==> config.mk <==
export PLATFORM = sky130hd
export DESIGN_NAME = shift_arbiter_ctrl_flat
export DESIGN_NICKNAME = d
export VERILOG_FILES = /design/src/rtl/shift_arbiter_if.sv /design/src/rtl/shift_arbiter_ctrl.sv /design/src/flat_wrapper.sv
export SDC_FILE = /design/constraint.sdc
export NUM_CORES = 1
export LEC_CHECK = 0
export ABC_CLOCK_PERIOD_IN_PS = 2210
export BUFFER_PORTS_ARGS = -buffer_cell sky130_fd_sc_hd__buf_2
export CORE_UTILIZATION = 51
export DETAILED_ROUTE_END_ITERATION = 16
export GPL_TIMING_DRIVEN = 0
export PLACE_DENSITY = 0.85
export SLEW_MARGIN = 20
export SYNTH_ARGS = -nofsm -noshare
export SYNTH_HDL_FRONTEND = slang
export SYNTH_SLANG_ARGS = --single-unit
==> constraint.sdc <==
create_clock -name clock -period 2.21 [get_ports clock]
set_input_delay 0.442 -clock clock [delete_from_list [all_inputs] [get_ports clock]]
set_output_delay 0.442 -clock clock [all_outputs]
set_load 0.05 [all_outputs]
==> src/rtl/shift_arbiter_if.sv <==
// Requester handshake plus shift-register control bundle for shift_arbiter_ctrl.
// The master side is the requesters and register; the slave side is the arbiter.
interface shift_arbiter_if #(
   parameter int WIDTH = 8,
   parameter int CNT_W = 4
);
   logic [1:0]       req;
   logic [WIDTH-1:0] data0;
   logic [WIDTH-1:0] data1;
   logic [CNT_W-1:0] count0;
   logic [CNT_W-1:0] count1;
   logic [1:0]       gnt;
   logic [1:0]       done;
   logic             busy;
   logic             load_n;
   logic             shift;
   logic [WIDTH-1:0] load_val;

   modport master (
      output req, data0, data1, count0, count1,
      input  gnt, done, busy, load_n, shift, load_val
   );

   modport slave (
      input  req, data0, data1, count0, count1,
      output gnt, done, busy, load_n, shift, load_val
   );
endinterface

==> src/rtl/shift_arbiter_ctrl.sv <==
// Round-robin arbiter and sequencer for one shared shift-right register:
// grants a requester, loads its value, issues its shift count, pulses done.
module shift_arbiter_ctrl #(
   parameter int WIDTH = 8,
   parameter int CNT_W = 4
) (
   input  logic           clock,
   input  logic           reset_n,
   shift_arbiter_if.slave bus
);

   typedef enum logic [1:0] {IDLE, LOAD, SHIFT, DONE} state_t;

   state_t           state, state_nx;
   logic             winner, winner_nx;
   logic             last_served, last_served_nx;
   logic [WIDTH-1:0] data_w, data_nx;
   logic [CNT_W-1:0] count_w, count_nx;
   logic [CNT_W-1:0] cnt, cnt_nx;

   logic             grant_win;
   logic [CNT_W-1:0] req_count;
   logic [CNT_W-1:0] req_count_clamped;
   logic [1:0]       winner_oh;

   // On a tie the requester that was not served last wins.
   always_comb begin
      case (bus.req)
         2'b10:   grant_win = 1'b1;
         2'b11:   grant_win = ~last_served;
         default: grant_win = 1'b0;
      endcase
      req_count = grant_win ? bus.count1 : bus.count0;
      if (int'(req_count) > WIDTH) req_count_clamped = CNT_W'(WIDTH);
      else                         req_count_clamped = req_count;
   end

   // NOTE: every signal driven here gets a default first, so no path can leave one unassigned and infer a latch.
   always_comb begin
      state_nx       = state;
      winner_nx      = winner;
      last_served_nx = last_served;
      data_nx        = data_w;
      count_nx       = count_w;
      cnt_nx         = cnt;

      case (state)
         IDLE: begin
            if (bus.req != 2'b00) begin
               winner_nx      = grant_win;
               last_served_nx = grant_win;
               data_nx        = grant_win ? bus.data1 : bus.data0;
               count_nx       = req_count_clamped;
               state_nx       = LOAD;
            end
         end
         LOAD: begin
            cnt_nx   = count_w;
            state_nx = (count_w != '0) ? SHIFT : DONE;
         end
         SHIFT: begin
            cnt_nx = cnt - CNT_W'(1);
            if (cnt == CNT_W'(1)) state_nx = DONE;
         end
         DONE:    state_nx = IDLE;
         default: state_nx = IDLE;
      endcase
   end

   // Moore outputs: decoded only from registered state and latched transaction.
   always_comb begin
      winner_oh    = winner ? 2'b10 : 2'b01;
      bus.gnt      = (state != IDLE) ? winner_oh : 2'b00;
      bus.done     = (state == DONE) ? winner_oh : 2'b00;
      bus.busy     = (state != IDLE);
      bus.load_n   = (state != LOAD);
      bus.shift    = (state == SHIFT);
      bus.load_val = data_w;
   end

   // NOTE: sequential state uses non-blocking assignments so every register samples pre-edge values.
   always_ff @(posedge clock) begin
      if (!reset_n) begin
         state       <= IDLE;
         winner      <= 1'b0;
         last_served <= 1'b1;
         data_w      <= '0;
         count_w     <= '0;
         cnt         <= '0;
      end else begin
         state       <= state_nx;
         winner      <= winner_nx;
         last_served <= last_served_nx;
         data_w      <= data_nx;
         count_w     <= count_nx;
         cnt         <= cnt_nx;
      end
   end

endmodule

==> src/flat_wrapper.sv <==
// flat-port wrapper written by rule: the top's interface ports become plain ports
module shift_arbiter_ctrl_flat 
#(
   parameter int WIDTH = 8,
   parameter int CNT_W = 4
)
  (clock, reset_n, bus_req, bus_data0, bus_data1, bus_count0, bus_count1, bus_gnt, bus_done, bus_busy, bus_load_n, bus_shift, bus_load_val);
  shift_arbiter_if #(.WIDTH(WIDTH), .CNT_W(CNT_W)) bus_i ();
  input  logic clock;
  input  logic reset_n;
  input wire logic [$bits(bus_i.req)-1:0] bus_req;
  input wire logic [$bits(bus_i.data0)-1:0] bus_data0;
  input wire logic [$bits(bus_i.data1)-1:0] bus_data1;
  input wire logic [$bits(bus_i.count0)-1:0] bus_count0;
  input wire logic [$bits(bus_i.count1)-1:0] bus_count1;
  output wire logic [$bits(bus_i.gnt)-1:0] bus_gnt;
  output wire logic [$bits(bus_i.done)-1:0] bus_done;
  output wire logic [$bits(bus_i.busy)-1:0] bus_busy;
  output wire logic [$bits(bus_i.load_n)-1:0] bus_load_n;
  output wire logic [$bits(bus_i.shift)-1:0] bus_shift;
  output wire logic [$bits(bus_i.load_val)-1:0] bus_load_val;
  assign bus_i.req = bus_req;
  assign bus_i.data0 = bus_data0;
  assign bus_i.data1 = bus_data1;
  assign bus_i.count0 = bus_count0;
  assign bus_i.count1 = bus_count1;
  assign bus_gnt = bus_i.gnt;
  assign bus_done = bus_i.done;
  assign bus_busy = bus_i.busy;
  assign bus_load_n = bus_i.load_n;
  assign bus_shift = bus_i.shift;
  assign bus_load_val = bus_i.load_val;
  shift_arbiter_ctrl #(.WIDTH(WIDTH), .CNT_W(CNT_W)) u_core (.clock(clock), .reset_n(reset_n), .bus(bus_i));
endmodule
==> out/qor.yml <==
floorplan:
  core_mm2: 0.001982
  initial_core_util_pct: 55.11
  die_area_mm2: 0.002331
  die_h_um: 48.28
  io_pins: 43
  die_w_um: 48.28
  rows: 16
route:
  drtAntennaViolNets: 0
  dr.pass1.iters: 4
  drc: 0
  via_per_inst: 5.431
  drtIter0Drc: 25
  wl_um: 2449
  routedWlPerCell_um: 12.43
  num_vias: 1070
clock_network:
  cts_buffer_depth: 2
  cts_setup_buffers: 0
  cts_root_buf: "clkbuf_4"
  insertion_delay_ps: 310
  cts_max_level: 1
  numCtsBuffers: 3
  post_cts_hold_buffer_count: 0
  ctsResizeCount: 0
  clock_sinks: 20
  cts_tree: "done"
  clk_pin_slew_ps: 120
placed_design:
  hpwlAfterDp_um: 1900
  place_inst: 193
  dpl_cell_area_mm2: 0.001336
  io_buffer_count: 42
  place_congestion: 0.8300
synthesis:
  synthMuxAreaShare_pct: 9.164
  yosys.area_share.simple_pct: 15.69
  syn_avg_cell_area_um2: 8.809
  synth_cells: 124
  yosys_warnings: 0
  synth-seq-area-share_pct: 36.66
  syn-cell-area_mm2: 0.001092
  synth_fa_ha_area_share_pct: 6.873
  synth_compound_area_share_pct: 25.32
  synth_top_family_by_area: "compound AO/OA/AOI/OAI gates"
  netlist-cell-type-count: 34
  synth_seq_cells: 20
  synth_fp_nets: 158
  synth_xor_area_share_pct: 0
sta:
  timing.final.crit_share_pct: 90.26
  setup_viol: 0
  tns_ps: 0
  worst_slew_pin_slew_ps: 386.1
  skew_ps: 7.571
  maxSlewViolCount: 0
  slew_headroom_pct: 74.26
  max_freq_mhz: 501.3
  rsz0062_at_grt: "false"
  hold_violations: 0
  fin_crit_ps: 1995
critical_path:
  rrSetupSlack_ps: 610
  worstSetupStartpointType: "flop"
  critPathKind: "flop to primary output"
  worstPathMaxFanout: 10
  arrival_ps: 1550
  cp.required_ps: 1770
  worstSetupEndpointType: "primary output"
finish:
  utilization_pct: 69.26
  final_layout_size_suffix_gt1_share_pct: 31.76
  antenna_cells: 0
  final_cell_mix: "46 x buf_2, 20 x dfxtp_1, 16 x o21ai_0"
  final_common_cell: "buf_2"
  finalNetCount: 205
  area_delta_synth_final_pct: 25.66
  finalNonFillerCells: 197
  final_area_mm2: 0.001373
global_routing:
  grt-ovfl-total: 0
  grt_pass1_wl_um: 3795
  antenna_found_initial: 0
  grt_usage_pct: 22.87
  grt_max_degree: 12
  grt_pass1_vias: 967
job:
  cap_violations: 0
power_and_ir_drop:
  power_mw: 1.812
  p_leak_nw: 0.6378
  vdd_drop_max_uv: 824.4
  power.density_mw_per_mm2: 1320
min_path:
  hold_class: "input port to flop"
outcome:
  outcome: "finished clean"
[critical path, cell delays in order, from the launching register on]
cell	delay [ps]
dfxtp_1	410
inv_1	80
ha_1	200
buf_2	170
nor2b_1	110
buf_2	260
[synth_stat cells]
cell type	instances	share of area, %
dfxtp_1	20	37
o21ai_0	16	7.3
a21oi_1	11	5.0
mux2i_1	10	9.2
nand2_1	9	3.1
inv_1	8	2.7
ha_1	6	6.9
buf_2	4	1.8
nor2b_1	4	2.3
a21boi_0	3	2.1
a31oi_1	3	1.7
nand3b_1	3	2.1
nor2_1	3	1.0
or3b_1	3	2.4
o211ai_1	2	1.4
a21boi_1	1	0.69
a21boi_4	1	1.7
a221oi_1	1	0.80
a22o_1	1	0.80
a22oi_1	1	0.69
and2_1	1	0.57
and3_1	1	0.57
and3b_2	1	0.92
buf_1	1	0.34
buf_6	1	1.0
clkbuf_1	1	0.34
nand2b_1	1	0.57
nor4_1	1	0.57
o21a_1	1	0.69
o221a_1	1	1.0
o22ai_1	1	0.57
o31a_1	1	0.80
or3_1	1	0.57
or3b_4	1	1.0
[where the power goes]
| part | switching [mW] | leakage, nW | internal (mW) |
|---|---|---|---|
| combinational | 0.685 | 0.452 | 0.315 |
| sequential | 0.0992 | 0.165 | 0.495 |
| clock | 0.117 | 0.0210 | 0.101 |
| total | 0.902 | 0.638 | 0.910 |
[sequential cells by signal, indices dropped and copies added, names as in the netlist]
register             count
u_core.bus.load_val      8
u_core.state             2
u_core.count_w           4
u_core.last_served       1
u_core.winner            1
u_core.cnt               4
[kinds of logic after synthesis]
| logic type | Yosys count |
|---|---|
| flip-flops | 20 |
| buffers and inverters | 15 |
| AND/OR/NAND/NOR | 29 |
| AO/OA/AOI/OAI | 44 |
| multiplexers | 10 |
| adder cells (fa/ha/maj) | 6 |
[cell type report]
type	count	area, um^2
flip-flops and latches	20	400.4
multi-input cells	89	623.1
fillers	174	609.3
repair buffers	42	210.2
well taps	27	33.78
inverters	8	30.03
clock buffers	4	36.28
plain buffers	7	38.79
[layer usage]
layer  wire length [um]  share of wire, %  vias up  global-route usage [%]
li1                   -                 -      538                       -
met1               1102                45      476                   28.31
met2               1168                48       48                   41.60
met3                140               5.7        8                   2.222
met4                 37               1.5        0                   6.667
met5                  0                 0        -                       0
[per-stage QoR]
step	worst slack, ps	hold WS [ps]
global placement	591.9	468.6
global route	72.01	420.8
detailed placement	551.9	482.3
finish	215.3	400.8
floorplan	292.1	449.7
CTS	204.6	408.7
[path summary, 6_finish.rpt]
kind	from	endpoint	cells past startpoint
max	u_core.state[0]$_SDFFE_PN0P_	bus_gnt[1]	5
max reg2reg	u_core.state[0]$_SDFFE_PN0P_	u_core.bus.load_val[7]$_SDFFE_PN0P_	7
min reg2reg	u_core.cnt[1]$_SDFFE_PN0P_	u_core.cnt[1]$_SDFFE_PN0P_	2
min	bus_count1[2]	u_core.count_w[2]$_SDFFE_PN0P_	3
Power figures use the tool's default switching activity.
